## src/rtl/gate_sweep_if.sv

```systemverilog
// Handshake/result bundle between a sweep controller and its user/GUT harness.
// The master side drives control and the GUT output; the slave side is the controller.
interface gate_sweep_if #(
  parameter int N_IN = 4
);
  logic            start;
  logic            abort;
  logic [1:0]      func_sel;
  logic [N_IN-1:0] vec;
  logic            dut_f;
  logic            busy;
  logic            done;
  logic            pass;
  logic [N_IN:0]   err_cnt;
  logic            fail_valid;
  logic [N_IN-1:0] first_fail_vec;

  modport master (
    output start, abort, func_sel, dut_f,
    input  vec, busy, done, pass, err_cnt, fail_valid, first_fail_vec
  );

  modport slave (
    input  start, abort, func_sel, dut_f,
    output vec, busy, done, pass, err_cnt, fail_valid, first_fail_vec
  );
endinterface

```

## src/rtl/gate_sweep_ctrl.sv

```systemverilog
// Exhaustive sweep of an N_IN-input combinational gate against a reference
// NAND/NOR/AND/OR, reporting mismatch count, first failing vector and pass.
//
// state    | meaning
// ST_IDLE  | waiting for start; results of the last sweep are held
// ST_WAIT  | vec held on the GUT while r_cnt runs 0..SETTLE-1
// ST_CHECK | compare dut_f with the reference, then advance or finish
module gate_sweep_ctrl #(
  parameter int N_IN   = 4,
  parameter int SETTLE = 2
) (
  input  logic      clk,
  input  logic      rst_n,
  gate_sweep_if.slave gs
);

  typedef enum logic [1:0] {
    ST_IDLE  = 2'd0,
    ST_WAIT  = 2'd1,
    ST_CHECK = 2'd2
  } state_t;

  localparam logic [3:0]      CNT_LAST = 4'(SETTLE - 1);
  localparam logic [N_IN:0]   ERR_ONE  = 1;
  localparam logic [N_IN:0]   ERR_MAX  = {1'b1, {N_IN{1'b0}}};
  localparam logic [N_IN-1:0] VEC_ONE  = 1;

  state_t          r_state, w_state;
  logic [3:0]      r_cnt, w_cnt;
  logic [1:0]      r_func, w_func;
  logic [N_IN-1:0] r_vec, w_vec;
  logic [N_IN:0]   r_err, w_err;
  logic            r_fail_valid, w_fail_valid;
  logic [N_IN-1:0] r_first, w_first;
  logic            r_pass, w_pass;
  logic            r_busy, w_busy;
  logic            r_done, w_done;
  logic            w_exp;

  always_ff @(posedge clk) begin
    if (!rst_n) begin
      r_state      <= ST_IDLE;
      r_cnt        <= '0;
      r_func       <= '0;
      r_vec        <= '0;
      r_err        <= '0;
      r_fail_valid <= 1'b0;
      r_first      <= '0;
      r_pass       <= 1'b0;
      r_busy       <= 1'b0;
      r_done       <= 1'b0;
    end else begin
      r_state      <= w_state;
      r_cnt        <= w_cnt;
      r_func       <= w_func;
      r_vec        <= w_vec;
      r_err        <= w_err;
      r_fail_valid <= w_fail_valid;
      r_first      <= w_first;
      r_pass       <= w_pass;
      r_busy       <= w_busy;
      r_done       <= w_done;
    end
  end

  always_comb begin
    case (r_func)
      2'd0:    w_exp = ~&r_vec;
      2'd1:    w_exp = ~|r_vec;
      2'd2:    w_exp = &r_vec;
      default: w_exp = |r_vec;
    endcase
  end

  always_comb begin
    w_state      = r_state;
    w_cnt        = r_cnt;
    w_func       = r_func;
    w_vec        = r_vec;
    w_err        = r_err;
    w_fail_valid = r_fail_valid;
    w_first      = r_first;
    w_pass       = r_pass;
    w_busy       = r_busy;
    w_done       = 1'b0;

    case (r_state)
      ST_IDLE: begin
        if (gs.start) begin
          w_func       = gs.func_sel;
          w_vec        = '0;
          w_cnt        = '0;
          w_err        = '0;
          w_fail_valid = 1'b0;
          w_first      = '0;
          w_pass       = 1'b0;
          w_busy       = 1'b1;
          w_state      = ST_WAIT;
        end
      end

      ST_WAIT: begin
        if (gs.abort) begin
          w_state = ST_IDLE;
          w_busy  = 1'b0;
          w_vec   = '0;
          w_pass  = 1'b0;
          w_cnt   = '0;
        end else begin
          w_cnt = r_cnt + 4'd1;
          if (r_cnt == CNT_LAST) w_state = ST_CHECK;
        end
      end

      ST_CHECK: begin
        // abort wins over this cycle's compare, so the check is simply dropped
        if (gs.abort) begin
          w_state = ST_IDLE;
          w_busy  = 1'b0;
          w_vec   = '0;
          w_pass  = 1'b0;
          w_cnt   = '0;
        end else begin
          if (gs.dut_f != w_exp) begin
            if (r_err != ERR_MAX) w_err = r_err + ERR_ONE;
            if (!r_fail_valid) begin
              w_first      = r_vec;
              w_fail_valid = 1'b1;
            end
          end
          if (&r_vec) begin
            w_busy  = 1'b0;
            w_done  = 1'b1;
            w_pass  = (w_err == '0);
            w_vec   = '0;
            w_state = ST_IDLE;
          end else begin
            w_vec   = r_vec + VEC_ONE;
            w_cnt   = '0;
            w_state = ST_WAIT;
          end
        end
      end

      default: begin
        w_state = ST_IDLE;
        w_busy  = 1'b0;
        w_vec   = '0;
      end
    endcase
  end

  assign gs.vec            = r_vec;
  assign gs.busy           = r_busy;
  assign gs.done           = r_done;
  assign gs.pass           = r_pass;
  assign gs.err_cnt        = r_err;
  assign gs.fail_valid     = r_fail_valid;
  assign gs.first_fail_vec = r_first;

endmodule
```

## src/flat_wrapper.sv

```systemverilog
// flat-port wrapper written by rule: the top's interface ports become plain ports
module gate_sweep_ctrl_flat 
#(
  parameter int N_IN   = 4,
  parameter int SETTLE = 2
)
  (clk, rst_n, gs_start, gs_abort, gs_func_sel, gs_dut_f, gs_vec, gs_busy, gs_done, gs_pass, gs_err_cnt, gs_fail_valid, gs_first_fail_vec);
  gate_sweep_if #(.N_IN(N_IN)) gs_i ();
  input  logic clk;
  input  logic rst_n;
  input wire logic [$bits(gs_i.start)-1:0] gs_start;
  input wire logic [$bits(gs_i.abort)-1:0] gs_abort;
  input wire logic [$bits(gs_i.func_sel)-1:0] gs_func_sel;
  input wire logic [$bits(gs_i.dut_f)-1:0] gs_dut_f;
  output wire logic [$bits(gs_i.vec)-1:0] gs_vec;
  output wire logic [$bits(gs_i.busy)-1:0] gs_busy;
  output wire logic [$bits(gs_i.done)-1:0] gs_done;
  output wire logic [$bits(gs_i.pass)-1:0] gs_pass;
  output wire logic [$bits(gs_i.err_cnt)-1:0] gs_err_cnt;
  output wire logic [$bits(gs_i.fail_valid)-1:0] gs_fail_valid;
  output wire logic [$bits(gs_i.first_fail_vec)-1:0] gs_first_fail_vec;
  assign gs_i.start = gs_start;
  assign gs_i.abort = gs_abort;
  assign gs_i.func_sel = gs_func_sel;
  assign gs_i.dut_f = gs_dut_f;
  assign gs_vec = gs_i.vec;
  assign gs_busy = gs_i.busy;
  assign gs_done = gs_i.done;
  assign gs_pass = gs_i.pass;
  assign gs_err_cnt = gs_i.err_cnt;
  assign gs_fail_valid = gs_i.fail_valid;
  assign gs_first_fail_vec = gs_i.first_fail_vec;
  gate_sweep_ctrl #(.N_IN(N_IN), .SETTLE(SETTLE)) u_core (.clk(clk), .rst_n(rst_n), .gs(gs_i));
endmodule
```

## config.mk

```make
export PLATFORM = sky130hd
export DESIGN_NAME = gate_sweep_ctrl_flat
export DESIGN_NICKNAME = d
export VERILOG_FILES = /design/src/rtl/gate_sweep_if.sv /design/src/rtl/gate_sweep_ctrl.sv /design/src/flat_wrapper.sv
export SDC_FILE = /design/constraint.sdc
export NUM_CORES = 1
export LEC_CHECK = 0
export BUFFER_PORTS_ARGS = -buffer_cell sky130_fd_sc_hd__buf_2
export CAP_MARGIN = 20
export CORE_AREA = 3 3 53 75
export CTS_BUF_LIST = sky130_fd_sc_hd__clkbuf_16
export DETAILED_ROUTE_END_ITERATION = 8
export DIE_AREA = 0 0 56 78
export PLACE_DENSITY = 0.62
export REMOVE_ABC_BUFFERS = 1
export SETUP_SLACK_MARGIN = 0.1
export SLEW_MARGIN = 25
export SYNTH_ARGS = -nofsm -noshare
export SYNTH_HDL_FRONTEND = slang
export SYNTH_SLANG_ARGS = --single-unit
```

## constraint.sdc

```tcl
create_clock -name clk -period 1.82 [get_ports clk]
set_input_delay 0.182 -clock clk [delete_from_list [all_inputs] [get_ports clk]]
set_output_delay 0.182 -clock clk [all_outputs]
set_load 0.03 [all_outputs]
```

==> results of run 1 <==
final cells by class:
class,instances,share of cell area
Multi-Input combinational cell,121,0.505
Clock buffer,3,0.0432
Sequential cell,25,0.290
Inverter,7,0.0151
Clock inverter,1,0.00432
Timing Repair Buffer,34,0.114
Tap cell,40,0.0288
timing repair:
| action | CTS | global route |
|---|---|---|
| setup endpoints to repair | 9 | 11 |
| buffers inserted | 1 | 0 |
| gates resized for setup | 7 | 6 |
| pin swaps | 11 | 7 |
through the flow:
stage | power, mW | util
2_1_floorplan | 0.651 | -
3_3_place_gp | 0.694 | 0.469
3_5_place_dp | 0.698 | 0.469
4_1_cts | 1.20 | 0.507
5_1_grt | 1.24 | 0.515
6_report | 1.19 | 0.515
worst paths after layout:
| check | startpoint | to | slack, ns | cells past startpoint |
|---|---|---|---|---|
| hold reg to reg | u_core.r_cnt[3] | u_core.r_cnt[3] | 0.49 | 2 |
| setup reg to reg | u_core.gs.vec[1] | u_core.gs.err_cnt[4] | -0.009 | 7 |
| setup / recovery | u_core.gs.vec[1] | u_core.gs.err_cnt[4] | -0.009 | 7 |
| hold / removal | gs_func_sel[1] | u_core.r_func[1] | 0.17 | 3 |
cells by family after synthesis:
logic type	synth area share
DFF	0.366
and+or+nand+nor	0.263
adders and majority gates	0.0549
buffers and inverters	0.0357
AOI/OAI and AO/OA	0.236
muxes	0.00733
xor gates and xnor gates	0.0366
cells in the mapped netlist (4+ instances only):
library cell  count  share of area
dfxtp_1          25           0.37
nor2_1           19          0.052
nand2_1          15          0.041
a21oi_1          14          0.051
nand3_1           7          0.026
o21ai_0           7          0.026
ha_1              6          0.055
inv_1             6          0.016
a32o_1            4          0.029
critical path, cell delays in order (launching register included):
cell and delay, ns:
dfxtp_2 0.35, ha_4 0.17, a21o_4 0.20, a22oi_4 0.27, xnor2_4 0.20, and4_4 0.29
o211ai_2 0.07, nor3b_2 0.15
cell usage in the layout, fill, tap and decap left out, types with 2 or more instances in the layout:
cell and instances:
clkbuf_16 3, and3_1 3, or3_1 3, a21oi_1 14
buf_4 11, dfxtp_1 22, nand2_1 14, inv_1 6
nand2b_1 3, nor3b_1 2, nand3_1 7, nor2_1 19
a311oi_1 2, nor3_1 3, o21ai_0 7, a32o_1 4
buf_2 23, ha_1 5, dfxtp_2 3
where the power goes:
part / switching, mW / internal [mW] / total (mW)
sequential: 0.0114 / 0.556 / 0.567
combinational: 0.0777 / 0.0560 / 0.134
clock: 0.195 / 0.298 / 0.493
total: 0.284 / 0.910 / 1.19
registers in the layout (all words and copies together) (netlist names):
name                      count
u_core.r_func                 2
u_core.gs.fail_valid          1
u_core.gs.pass                1
u_core.gs.err_cnt             5
u_core.gs.done                1
u_core.r_cnt                  4
u_core.r_state                2
u_core.gs.first_fail_vec      4
u_core.gs.busy                1
u_core.gs.vec                 4
routing by layer:
layer | part of all wire | GRT usage
met4 | 0.012 | 0.0499
met1 | 0.43 | 0.200
met2 | 0.51 | 0.281
met5 | 0 | 0
met3 | 0.047 | 0.0216
==> results.ini, run 1 <==
[outcome]
status = finished with violations
violations = setup timing

[finish]
design_area_mm2 = 0.00174
fillers = 333
seqCellArea_um2 = 504
layout.cells.non_filler = 231
synthToLayoutAreaGrowth_pct = 27.3
n_antenna_cell = 0
multiInputGateArea_um2 = 878
drive_gt1_frac = 0.314
fin_nets = 205

[clock_network]
insertion_delay_ns = 0.26
ctsRootBufferMaster = clkbuf_16
clkTransAtPathRegs_ns = 0.07
cts_sinks = 25
cts_buffers = 3
cts_hold_repair.buffers = 0
tritoncts = yes
cts_buffer_depth = 2
h-tree-depth = 1

[die]
die_area_mm2 = 0.00437
die_h_um = 78
rows = 25
start_util = 0.404
fp.dieW_um = 56
core_mm2 = 0.00338
io_pins = 24

[sta]
worst_slew_pin_slew_ns = 0.496
setup_ws_ns = -0.00888
fin_setup_tns_ns = -0.00888
maxSlewViolCount = 0
fin_hold_ws_ns = 0.174
min_period_over_period = 1.00
skew_ns = 0.00640
hold_viol_final = 0
slew_headroom = 0.668
period_minus_slack_ns = 1.83
rsz0062_at_grt = yes
max_freq_mhz = 547
setup_viol = 1

[yosys]
yosys_most_used_dff = dfxtp_1
synth_seq_cells = 25
yosys_warnings = 0
synth_area_mm2 = 0.00137
avgSynthCellArea_um2 = 8.65
ys_types = 48
ys_async_sr_fraction = 0
seq_area_frac_synth = 0.366
syn_inst = 158
synth_edf_count = 0

[global_routing]
grt_antenna_before_repair = 0
track_usage = 0.160
grt_pass1_wl_mm = 5.62
grt_pass1_vias = 1227
overflow = 0
grt_max_degree = 16

[setup_path]
arrival_ns = 1.97
endpoint_kind = flop
start_kind = flop
critPathRequiredTime_ns = 1.96
crit_path_max_fanout = 6
critical_path_class = flop to flop

[detailed_routing]
post_drt_wl_per_cell_um = 14.3
first_pass_iters = 4
wirelength_mm = 3.29
drc = 0
viasPerCell = 5.46
dr.first_iter.drc_count = 52
vias = 1261
ant_nets = 0

[flow_run]
maxCapViolCount = 0

[placement]
place.gp.congestion = 0.772
place_area_mm2 = 0.00158
place_hpwl_mm = 2.52
port_buffers = 23
place_ws_ns = -0.0576
placed_cells = 226

[min_path]
hold_class = primary input to flop

[power_and_ir_drop]
p_leak_nw = 0.729
pwr_density_cell_mw_per_mm2 = 687
ir_drop_uv = 439

Power figures use the tool's default switching activity.
==> inputs of run 2 (changes only) <==
--- a/config.mk
+++ b/config.mk
@@ -7,11 +7,11 @@
 export LEC_CHECK = 0
 export BUFFER_PORTS_ARGS = -buffer_cell sky130_fd_sc_hd__buf_2
 export CAP_MARGIN = 20
-export CORE_AREA = 3 3 53 75
+export CORE_AREA = 3 3 49 69
 export CTS_BUF_LIST = sky130_fd_sc_hd__clkbuf_16
 export DETAILED_ROUTE_END_ITERATION = 8
-export DIE_AREA = 0 0 56 78
-export PLACE_DENSITY = 0.62
+export DIE_AREA = 0 0 52 72
+export PLACE_DENSITY = 0.72
 export REMOVE_ABC_BUFFERS = 1
 export SETUP_SLACK_MARGIN = 0.1
 export SLEW_MARGIN = 25
==> run 2 against run 1 <==
The flow now finishes without violations. Via count up 4.3%. Total power up 0.37%. Final area down 0.14%. Worst setup slack better by 0.030 ns. Sequential share of layout area up 0.11 points. Sequential power about the same. Die area down 14%. Fmax up 1.6%. Count of clock-buffer cells in the layout unchanged.
==> results.ini, run 2 (synthesis gave the netlist of run 1 again) <==
[power_and_ir_drop]
p_leak_nw = 0.744
ir_drop_uv = 646
pwr_density_cell_mw_per_mm2 = 690

[global_routing]
track_usage = 0.201
overflow = 0
grt_use_met3 = 0.0267
grt_pass1_vias = 1255
grt_max_degree = 16
met2_usage = 0.336
use_met1 = 0.245
grt_antenna_before_repair = 0
grt_most_used_layer = met2
grt_pass1_wl_mm = 5.66

[sta]
maxSlewViolCount = 0
hold_viol_final = 0
skew_ns = 0.00495
period_minus_slack_ns = 1.80
rsz0062_at_grt = yes
setup_viol = 0
min_period_over_period = 0.989
worst_slew_pin_slew_ns = 0.410
max_freq_mhz = 556
setup_ws_ns = 0.0207
fin_setup_tns_ns = 0
slew_headroom = 0.726

[setup_path]
critPathRequiredTime_ns = 1.97
arrival_ns = 1.95
critical_path_class = flop to flop
crit_chain = ha_4, a21o_4, a22oi_4, xor2_2, nor2_1, o2111a_1, a2bb2oi_2
crit_path_max_fanout = 5
slowest_stage = dfxtp_4
endpoint_kind = flop
reg2regPathDepth = 7
start_kind = flop
r2r_slack_ns = 0.02
max_stage_delay_ns = 0.36

[die]
die_h_um = 72
core_mm2 = 0.00285
start_util = 0.480
die_area_mm2 = 0.00374
rows = 23
io_pins = 24
fp.dieW_um = 52

[placement]
port_buffers = 23
place_hpwl_mm = 2.54
place.gp.congestion = 0.842
place_area_mm2 = 0.00157
place_ws_ns = -0.116

[outcome]
status = complete, no violations

[finish]
largest_reg_flops = 5
fin_nets = 205
final_core_util = 0.610
synthToLayoutAreaGrowth_pct = 27.1
drive_gt1_frac = 0.330
final_cell_mix = buf_2, dfxtp_1, nor2_1
design_area_mm2 = 0.00174
fillers = 250
n_antenna_cell = 0

[clock_network]
insertion_delay_ns = 0.26
cts_buffer_depth = 2
clkTransAtPathRegs_ns = 0.07
ctsRootBufferMaster = clkbuf_16
cts_buffers = 3
cts_hold_repair.buffers = 0
h-tree-depth = 1
cts_sinks = 25
tritoncts = yes

[detailed_routing]
vias = 1315
viasPerCell = 5.77
post_drt_wl_per_cell_um = 15.1
first_pass_iters = 7
wirelength_mm = 3.45
ant_nets = 0
drc = 0
dr.first_iter.drc_count = 49

[flow_run]
maxCapViolCount = 0

[min_path]
hold_class = primary input to flop
whs_path_depth = 3

-- run 2: cell counts in the layout (fill, tap and decap cells not counted) --
Identical to the previous run, type by type.
-- run 2: cell type report --
| class | count | area (um2) | area share |
|---|---|---|---|
| Multi-Input combinational cell | 121 | 875 | 0.504 |
| Sequential cell | 25 | 505 | 0.291 |
| Timing Repair Buffer | 34 | 201 | 0.116 |
| Clock buffer | 3 | 75.1 | 0.0432 |
| Tap cell | 37 | 46.3 | 0.0267 |
| Inverter | 7 | 26.3 | 0.0151 |
| Clock inverter | 1 | 7.51 | 0.00432 |
-- run 2: critical path: cells and delay by family (launching register included) --
family / cells / cell delay [ns]
and+or+nand+nor: 1 / 0.07
AOI/OAI and AO/OA: 4 / 0.83
xor gates and xnor gates: 1 / 0.27
adders and majority gates: 1 / 0.16
DFF: 1 / 0.36
-- run 2: what timing repair did --
action / in CTS / in global routing
setup buffers: 2 / 1
setup endpoints to repair: 10 / 11
gates resized for setup: 8 / 11
pin swaps: 10 / 7
-- run 2: power by group --
group          switching, mW  internal [mW]  leakage [nW]
clock                  0.202          0.299        0.0371
combinational         0.0791         0.0535         0.503
sequential            0.0114          0.554         0.204
total                  0.293          0.906         0.744
-- run 2: stage by stage --
step                      hold slack (ns)  power [mW]  instances
after floorplan                     0.315       0.651        153
after global placement              0.444       0.690        221
after detailed placement            0.442       0.695        221
after CTS                           0.162        1.20        227
after global routing                0.183        1.25        228
final                               0.164        1.20        228
-- run 2: final timing paths --
check,startpoint,endpoint
worst min register to register,u_core.gs.busy,u_core.gs.busy
worst min-delay path,gs_func_sel[1],u_core.r_func[1]
worst max register to register,u_core.gs.vec[0],u_core.gs.pass
worst max-delay path,u_core.gs.vec[0],u_core.gs.pass
-- run 2: metal layers --
layer	vias up	share of wire	routed length, um
li1	643	-	-
met1	618	0.42	1440
met2	43	0.52	1780
met3	11	0.037	128
met4	0	0.030	103
met5	-	0	0
